<file path="src/rtl/ram_cmd_arbiter.sv">
// Two-port round-robin arbiter that serialises read/write transactions into
// the two-word command protocol of a simple RAM and returns one-cycle responses.
module ram_cmd_arbiter #(
  parameter int ADDR_SIZE  = 8,
  parameter int WORD_SIZE  = 8,
  parameter int INPUT_SIZE = 10,
  parameter int TIMEOUT    = 16
) (
  input  logic                  clk,
  input  logic                  rst,
  input  logic                  req0_valid,
  output logic                  req0_ready,
  input  logic                  req0_wr,
  input  logic [ADDR_SIZE-1:0]  req0_addr,
  input  logic [WORD_SIZE-1:0]  req0_wdata,
  output logic                  rsp0_valid,
  output logic [WORD_SIZE-1:0]  rsp0_rdata,
  output logic                  rsp0_err,
  input  logic                  req1_valid,
  output logic                  req1_ready,
  input  logic                  req1_wr,
  input  logic [ADDR_SIZE-1:0]  req1_addr,
  input  logic [WORD_SIZE-1:0]  req1_wdata,
  output logic                  rsp1_valid,
  output logic [WORD_SIZE-1:0]  rsp1_rdata,
  output logic                  rsp1_err,
  output logic [INPUT_SIZE-1:0] ram_din,
  output logic                  ram_rx_valid,
  input  logic [WORD_SIZE-1:0]  ram_dout,
  input  logic                  ram_tx_valid,
  output logic                  busy
);

  // Handshake: a request transfers on the rising edge where valid && ready;
  // ready is only offered in IDLE, to the single granted requester.
  typedef enum logic [2:0] {IDLE, ADDR, DATA, WAIT_RD, RESP} state_e;

  state_e                 state_q;
  logic                   last_q;
  logic                   owner_q;
  logic                   wr_q;
  logic [ADDR_SIZE-1:0]   addr_q;
  logic [WORD_SIZE-1:0]   wdata_q;
  logic [7:0]             cnt_q;
  logic [INPUT_SIZE-1:0]  ram_din_q;
  logic                   ram_rx_valid_q;
  logic                   rsp0_valid_q, rsp1_valid_q;
  logic [WORD_SIZE-1:0]   rsp0_rdata_q, rsp1_rdata_q;
  logic                   rsp0_err_q, rsp1_err_q;

  logic grant0, grant1, accept0, accept1, sel;

  // Round robin: on a tie the requester not served last wins.
  assign grant0  = req0_valid && (!req1_valid || last_q);
  assign grant1  = req1_valid && (!req0_valid || !last_q);
  assign req0_ready = !rst && (state_q == IDLE) && grant0;
  assign req1_ready = !rst && (state_q == IDLE) && grant1;
  assign accept0 = req0_valid && req0_ready;
  assign accept1 = req1_valid && req1_ready;
  assign sel     = accept1;

  assign busy         = !rst && (state_q != IDLE);
  assign ram_din      = ram_din_q;
  assign ram_rx_valid = ram_rx_valid_q;
  assign rsp0_valid   = rsp0_valid_q;
  assign rsp0_rdata   = rsp0_rdata_q;
  assign rsp0_err     = rsp0_err_q;
  assign rsp1_valid   = rsp1_valid_q;
  assign rsp1_rdata   = rsp1_rdata_q;
  assign rsp1_err     = rsp1_err_q;

  always_ff @(posedge clk or posedge rst) begin
    if (rst) begin
      state_q        <= IDLE;
      last_q         <= 1'b1;
      owner_q        <= 1'b0;
      wr_q           <= 1'b0;
      addr_q         <= '0;
      wdata_q        <= '0;
      cnt_q          <= '0;
      ram_din_q      <= '0;
      ram_rx_valid_q <= 1'b0;
      rsp0_valid_q   <= 1'b0;
      rsp1_valid_q   <= 1'b0;
      rsp0_rdata_q   <= '0;
      rsp1_rdata_q   <= '0;
      rsp0_err_q     <= 1'b0;
      rsp1_err_q     <= 1'b0;
    end else begin
      // Command and response outputs are single-cycle unless re-asserted below.
      ram_din_q      <= '0;
      ram_rx_valid_q <= 1'b0;
      rsp0_valid_q   <= 1'b0;
      rsp1_valid_q   <= 1'b0;
      rsp0_rdata_q   <= '0;
      rsp1_rdata_q   <= '0;
      rsp0_err_q     <= 1'b0;
      rsp1_err_q     <= 1'b0;
      case (state_q)
        IDLE: begin
          if (accept0 || accept1) begin
            owner_q        <= sel;
            last_q         <= sel;
            wr_q           <= sel ? req1_wr : req0_wr;
            addr_q         <= sel ? req1_addr : req0_addr;
            wdata_q        <= sel ? req1_wdata : req0_wdata;
            cnt_q          <= '0;
            ram_rx_valid_q <= 1'b1;
            ram_din_q      <= {((sel ? req1_wr : req0_wr) ? 2'b00 : 2'b10),
                               (sel ? req1_addr : req0_addr)};
            state_q        <= ADDR;
          end
        end
        ADDR: begin
          ram_rx_valid_q <= 1'b1;
          ram_din_q      <= wr_q ? {2'b01, wdata_q} : {2'b11, {WORD_SIZE{1'b0}}};
          state_q        <= DATA;
        end
        DATA: begin
          if (wr_q) begin
            rsp0_valid_q <= !owner_q;
            rsp1_valid_q <= owner_q;
            state_q      <= RESP;
          end else begin
            cnt_q   <= '0;
            state_q <= WAIT_RD;
          end
        end
        WAIT_RD: begin
          if (ram_tx_valid) begin
            rsp0_valid_q <= !owner_q;
            rsp1_valid_q <= owner_q;
            if (owner_q) rsp1_rdata_q <= ram_dout;
            else         rsp0_rdata_q <= ram_dout;
            state_q      <= RESP;
          end else if (cnt_q == 8'(TIMEOUT - 1)) begin
            rsp0_valid_q <= !owner_q;
            rsp1_valid_q <= owner_q;
            rsp0_err_q   <= !owner_q;
            rsp1_err_q   <= owner_q;
            state_q      <= RESP;
          end else begin
            cnt_q <= cnt_q + 8'd1;
          end
        end
        RESP: begin
          state_q <= IDLE;
        end
        default: state_q <= IDLE;
      endcase
    end
  end

endmodule
</file>
<file path="config.mk">
export PLATFORM = sky130hd
export DESIGN_NAME = ram_cmd_arbiter
export DESIGN_NICKNAME = d
export VERILOG_FILES = /design/src/rtl/ram_cmd_arbiter.sv
export SDC_FILE = /design/constraint.sdc
export NUM_CORES = 1
export LEC_CHECK = 0
export CAP_MARGIN = 20
export CORE_MARGIN = 3
export CORE_UTILIZATION = 40
export CTS_BUF_LIST = sky130_fd_sc_hd__clkbuf_16
export CTS_CLUSTER_SIZE = 25
export DETAILED_ROUTE_END_ITERATION = 16
export PLACE_DENSITY = 0.73
export SETUP_SLACK_MARGIN = 0.4
export SLEW_MARGIN = 20
export SYNTH_ARGS = -nofsm -noshare
export SYNTH_HDL_FRONTEND = slang
export SYNTH_SLANG_ARGS = --single-unit
export TNS_END_PERCENT = 50
</file>
<file path="constraint.sdc">
create_clock -name clk -period 1.8 [get_ports clk]
set_input_delay 0.45 -clock clk [delete_from_list [all_inputs] [get_ports clk]]
set_output_delay 0.45 -clock clk [all_outputs]
set_load 0.05 [all_outputs]
</file>
==> reports/qor.csv <==
metric,value,unit
initial core utilization,0.430,
crit path capture type,output port,
"Clk Latency, worst-skew pair",0.29,ns
fraction of layout instances using a drive strength above 1,0.460,
Port Buf Inserts,80,
min cycle time layout,2.01,ns
Total GRT Usage,0.176,
row cnt,26,
DP Area,0.00329,mm^2
skew final,0.00462,ns
FF-to-FF setup slack,-0.14,ns
post-route DRC violation count,0,
Starting DRT DRC Count,73,
initial antenna violation count,0,
Max Cap Viol,0,
fin crit share,1.12,
Design Power,5.36,mW
Yosys warning count,0,
Layout area overhead,73.5,%
Slew @ Worst Pin,0.443,ns
ant diodes,0,
max incr delay on CP,0.44,ns
Slowest cell on crit path,dfrtp_2,
final non-filler cell total,392,
Crit path arrival time,1.56,ns
Worst R2R End,cnt_q[7],
Worst-path clk slew,0.07,ns
nets@finish,369,
required time of the critical path,1.35,ns
wire per inst,16.3,um
Longest Clk Path Bufs,2,
status,"complete, but fails checks",
TritonCTS clock tree,built,
I/O pin count,81,
synthesized area per cell,11.1,um^2
launch point of the worst path,state_q[1],
design area,0.00398,mm^2
leak pwr,1.95,nW
Crit Path Category,register to output port,
Setup WS pre-CTS,-0.452,ns
largest net degree at the start of global routing,54,
sequential area share after synthesis,0.579,
cells along the critical path,"nor4_4, buf_4, and3_4, buf_12",
Placer Congestion,0.863,
worst hold path type,primary input to asynchronous set/reset pin,
Post-Syn Instances,207,
DR vias/cell,5.14,
# clock sinks,53,
die area,0.00667,mm^2
CTS Buf Count,5,
"flops & latches, synth",53,
PwrDens,1350,mW/mm^2
Worst R2R Start,state_q[1],
vias in the first global route,1910,
WP buf/inv,2,
final setup vio count,5,
Max Fclk,498,MHz
Inst Count DP,368,
Startpoint Class,register,
DRT antenna net count,0,
die height,81.7,um
GRT Residual Overflow,0,
R2R cell count,7,
Hold Fails Final Rpt,0,
DIE WIDTH,81.7,um
stages on the worst setup path,4,
Slew headroom,0.705,
Yosys cell types,39,
root buf cell,clkbuf_16,
syn nets,255,
max-slew violations,0,
first-pass iteration count of the detailed router,4,
"Max FO, Critical Path",3,
HPWL Detailed,3.83,mm
violated checks,setup timing,
crit path to,req0_ready,
Routed WL,6.39,mm
DR vias,2014,
Netlist Area Pre-Place,0.00229,mm^2
first-pass GRT wire length,9.03,mm
floorplan core area,0.00534,mm^2
peak supply drop,0.757,mV
H-tree Lvls,2,
crit-path leading delay family,simple AND/OR/NAND/NOR gates,
RSZ-0062 raised after global routing,true,
final worst setup slack,-0.208,ns
synth_stat cells:
library cell	number	area [um^2]
o21ai_0	18	90.1
or4_1	2	15.0
and3_2	1	7.51
nor3b_1	1	7.51
or2_2	2	12.5
mux2i_1	20	200
a211o_1	2	17.5
nand2_1	31	116
a22oi_2	1	12.5
nor4_4	1	21.3
nor2b_1	1	6.26
nor4b_1	3	26.3
mux2_2	1	11.3
and2_2	1	7.51
a21oi_1	5	25.0
a2111oi_2	1	15.0
o2bb2ai_1	1	8.76
dfstp_2	1	26.3
and3_1	4	25.0
nand4_1	1	6.26
dfrtp_1	52	1300
buf_2	3	15.0
clkbuf_1	3	11.3
o31ai_1	3	22.5
and3b_2	1	10.0
a21bo_2	1	10.0
nor3_1	1	5.00
and2b_2	1	8.76
nor2_1	8	30.0
o221ai_1	1	8.76
nand3_1	2	10.0
nor4_1	3	18.8
inv_1	6	22.5
and2_1	17	106
buf_1	1	3.75
o21bai_1	3	22.5
nand2b_1	1	6.26
ha_1	1	12.5
a2bb2oi_1	1	8.76
report_power, final:
group	internal, mW	switching (mW)	leakage [nW]
combinational	1.13	1.32	1.15
clock	0.794	0.415	0.0938
sequential	1.46	0.233	0.707
state kept, by name, indices dropped and copies added, names as in the netlist:
name,cells
rsp1_valid,1
wr_q,1
rsp0_rdata,8
state_q,3
rsp1_rdata,8
ram_rx_valid,1
owner_q,1
rsp1_err,1
wdata_q,8
ram_din,10
cnt_q,8
rsp0_valid,1
rsp0_err,1
last_q,1
worst register-to-register path: cells and delay by family (launching register included):
family / cells / cell delay, ns
buffers and inverters: 3 / 0.43
and+or+nand+nor: 2 / 0.76
AOI/OAI and AO/OA: 2 / 0.23
DFF: 1 / 0.44
cell families (layout without fill, tap and decap cells):
group           count (synthesis)  count (layout)  synth area share
compound gates                 37              37             0.105
simple gates                   82              82             0.195
flops                          53              53             0.579
buf+inv                        13             128            0.0229
mux                            21              21            0.0922
fa+ha+maj                       1               1           0.00546
area by class of cell:
class	count	area (um^2)
Fill cell	368	1360
Sequential cell	53	1330
Multi-Input combinational cell	141	1230
Timing Repair Buffer	114	1110
Clock buffer	5	125
Tap cell	70	87.6
Clock inverter	3	65.1
Inverter	6	30.0
placed cells by master, fill, tap and decap left out, types with 3 or more instances in the layout:
| cell | n |
|---|---|
| mux2i_1 | 19 |
| inv_1 | 4 |
| nand2_1 | 16 |
| clkbuf_16 | 7 |
| clkdlybuf4s50_1 | 42 |
| and3_4 | 3 |
| o21ai_2 | 11 |
| dfrtp_1 | 50 |
| nand2_2 | 9 |
| nand2_4 | 5 |
| and2_4 | 9 |
| o21ai_1 | 5 |
| buf_4 | 49 |
| and2_1 | 8 |
| buf_12 | 5 |
| buf_6 | 12 |
| nor2_1 | 6 |
| dlygate4sd2_1 | 3 |
how the worst min path moves through the flow:
stage,from,to,cells past startpoint
after CTS,last_q,last_q,2
after floorplan,last_q,last_q,2
after global routing,last_q,last_q,2
after global placement,last_q,last_q,2
after detailed placement,last_q,last_q,2
final,rst,state_q[0],4
stage by stage:
step / hold WS [ns] / setup TNS, ns / utilization
after detailed placement: 0.464 / -11.55 / 0.616
after CTS: 0.471 / -0.380 / 0.695
after global routing: 0.493 / -1.13 / 0.745
after floorplan: 0.444 / 0 / -
final: 0.468 / -0.616 / 0.745
after global placement: 0.454 / -11.45 / 0.616
metal layers:
layer / routed length [um] / track usage / up-vias
met5: 0 / 0 / -
met4: 92 / 0.0631 / 0
met3: 292 / 0.0340 / 7
met2: 3270 / 0.283 / 55
met1: 2740 / 0.239 / 996
li1: - / - / 956
repair_timing:
item	in CTS	in global routing
endpoints found under the setup margin	54	53
hold buffers	0	0
gates resized for setup	42	64
buffers inserted	8	5
gates cloned	0	3
pin swaps	19	25
Power figures use the tool's default switching activity.
==> RTL edit, RTL diff (same settings) <==
Put one more register stage on the output `rsp0_err`, without a reset. The value now appears one clock later. The other outputs are not delayed to match.
--- a/src/rtl/ram_cmd_arbiter.sv
+++ b/src/rtl/ram_cmd_arbiter.sv
@@ -66,3 +66,5 @@
   assign rsp0_rdata   = rsp0_rdata_q;
-  assign rsp0_err     = rsp0_err_q;
+  always_ff @(posedge clk) begin
+    rsp0_err <= rsp0_err_q;
+  end
   assign rsp1_valid   = rsp1_valid_q;
Function: same outputs for any inputs over 10 cycles, from zero or initial values and one cycle with rst high; that may be too few to reach the edited logic, so the function may still have changed.
==> RTL edit against the original RTL <==
- the run still ends with setup timing left
- routed wire length is 6.2% lower
- sequential cell count grew 1
- area after synthesis grew 0.87%
- global-route usage up 0.12 points
- maximum frequency increased by 0.61%
- setup slack gained 0.012 ns
- total power decreased by 12%
- final area down 6.2%
- critical path type unchanged
==> RTL edit: results (changes against the original RTL) <==
metric	value	unit	change
largest_register_ffs	10		unchanged
cts_max_path_buffers	2		unchanged
ctsRootBufferMaster	sky130_fd_sc_hd__clkbuf_16		
critical_path_fanouts_max	2		-1
wire_per_inst	15.6	µm	-4.2%
peakVddDrop	0.000869	V	+15%
report.final.setup_viol	4		-1
fin_ws	-0.196	ns	+0.0122 ns
port_buffers	80		unchanged
dp_hpwl	4160	µm	+8.6%
vias_per_cell	5.17		+0.56%
timing.hold.worst.class	in2async		
synth-seq-area-share	0.583		+0.00364
critPathArrivalTime	1.55	ns	
fin_skew	0.00852	ns	+0.00389 ns
synth.yosys.warnings	0		unchanged
final.setup.tns	-0.323	ns	+0.293 ns
ys.flop_type	sky130_fd_sc_hd__dfrtp_1		
gp_congestion	0.827		-4.2%
antenna_cells	0		unchanged
cts_made_buffers	5		unchanged
detailedRoute.firstIterationViolations	54		-26%
run_status	finished, violations left		
finalNetCount	359		-2.7%
cts_max_level	2		unchanged
violations_in_the_final_reports	setup timing		
worst_skew_pair.late_latency	0.29	ns	about the same
grt_usage	0.178		+0.00119
drt_first_pass_iters	4		unchanged
grt_max_degree	30		-44%
async_flop_share	0.981		-0.0185
synthTopCellsByCount	sky130_fd_sc_hd__dfrtp_1, sky130_fd_sc_hd__nand2_1, sky130_fd_sc_hd__mux2i_1, sky130_fd_sc_hd__o21ai_0, sky130_fd_sc_hd__and2_1		
synth.net_count	256		+0.39%
first_global_vias	1899		-0.58%
drive_above_1_share	0.369		-0.0910
slew_headroom	0.789		+0.0838
fillCellCount	435		+18%
power.leakage	0.00183	µW	-6.2%
clk_transition_reported_paths	0.07	ns	about the same
wire_length_of_the_first_global_routing_pass	8940	µm	-1.0%
synthTopCellsByArea	sky130_fd_sc_hd__dfrtp_1, sky130_fd_sc_hd__mux2i_1, sky130_fd_sc_hd__nand2_1		
number_of_antenna_violations_at_the_first_check_in_global_routing	0		unchanged
detailed_place.area	3330	µm²	+1.1%
flow.area_growth_from_synthesis	61.3	%	
yosys_cell_types	40		+2.6%
RTL edit: kinds of logic after synthesis:
kind of cell,share of synthesized area
fa+ha+maj,0.00541
simple gates,0.193
mux,0.0914
buf+inv,0.0227
flops,0.583
compound gates,0.104
RTL edit: power breakdown:
part / leakage [µW] / internal [µW] / total, µW / switching, µW
combinational: 0.00103 / 843 / 2000 / 1150
sequential: 0.000715 / 1490 / 1690 / 199
clock: 0.0000826 / 646 / 1050 / 407
RTL edit: layout make-up:
cell class,instances,area share
Multi-Input combinational cell,141,0.300
Timing Repair Buffer,103,0.262
Sequential cell,54,0.362
Clock inverter,3,0.0101
Inverter,6,0.00805
Tap cell,72,0.0242
Clock buffer,5,0.0336
RTL edit: through the flow:
stage               setup slack [ns]  std cells
finish                        -0.196        384
detailed placement            -0.551        373
CTS                           -0.185        384
global placement              -0.463        373
global route                  -0.228        384
floorplan                     0.0665        208
RTL edit: path summary, 6_finish.rpt:
check                      startpoint          to  cells past startpoint  slack, ns
max reg2reg                state_q[1]    cnt_q[1]                      7          0
max                        state_q[1]  req0_ready                      4      -0.20
min in group clk           rsp0_err_q    rsp0_err                      0       0.35
max in group asynchronous         rst      last_q                      4       1.11
min reg2reg                rsp0_err_q    rsp0_err                      0       0.35
min                               rst  ram_din[8]                      3       0.24
RTL edit: repair_timing:
item	4_1_cts	5_1_grt
cloned	0	0
gates resized for setup	32	30
pin swaps	27	26
buffers inserted	3	0
setup endpoints to repair	55	55
hold buffers	0	0
RTL edit: per-layer routing:
layer / global-route usage / wire [µm] / vias to the layer above
li1: - / - / 924
met5: 0 / 0 / -
met1: 0.222 / 2520 / 965
met4: 0.0764 / 159 / 0
met2: 0.301 / 2950 / 81
met3: 0.0307 / 366 / 14
RTL edit: critical path, stage by stage (launching register included):
cell and delay, ns:
sky130_fd_sc_hd__dfrtp_1 0.42, sky130_fd_sc_hd__nor4_4 0.33, sky130_fd_sc_hd__buf_4 0.17, sky130_fd_sc_hd__and3_4 0.20
sky130_fd_sc_hd__buf_12 0.13
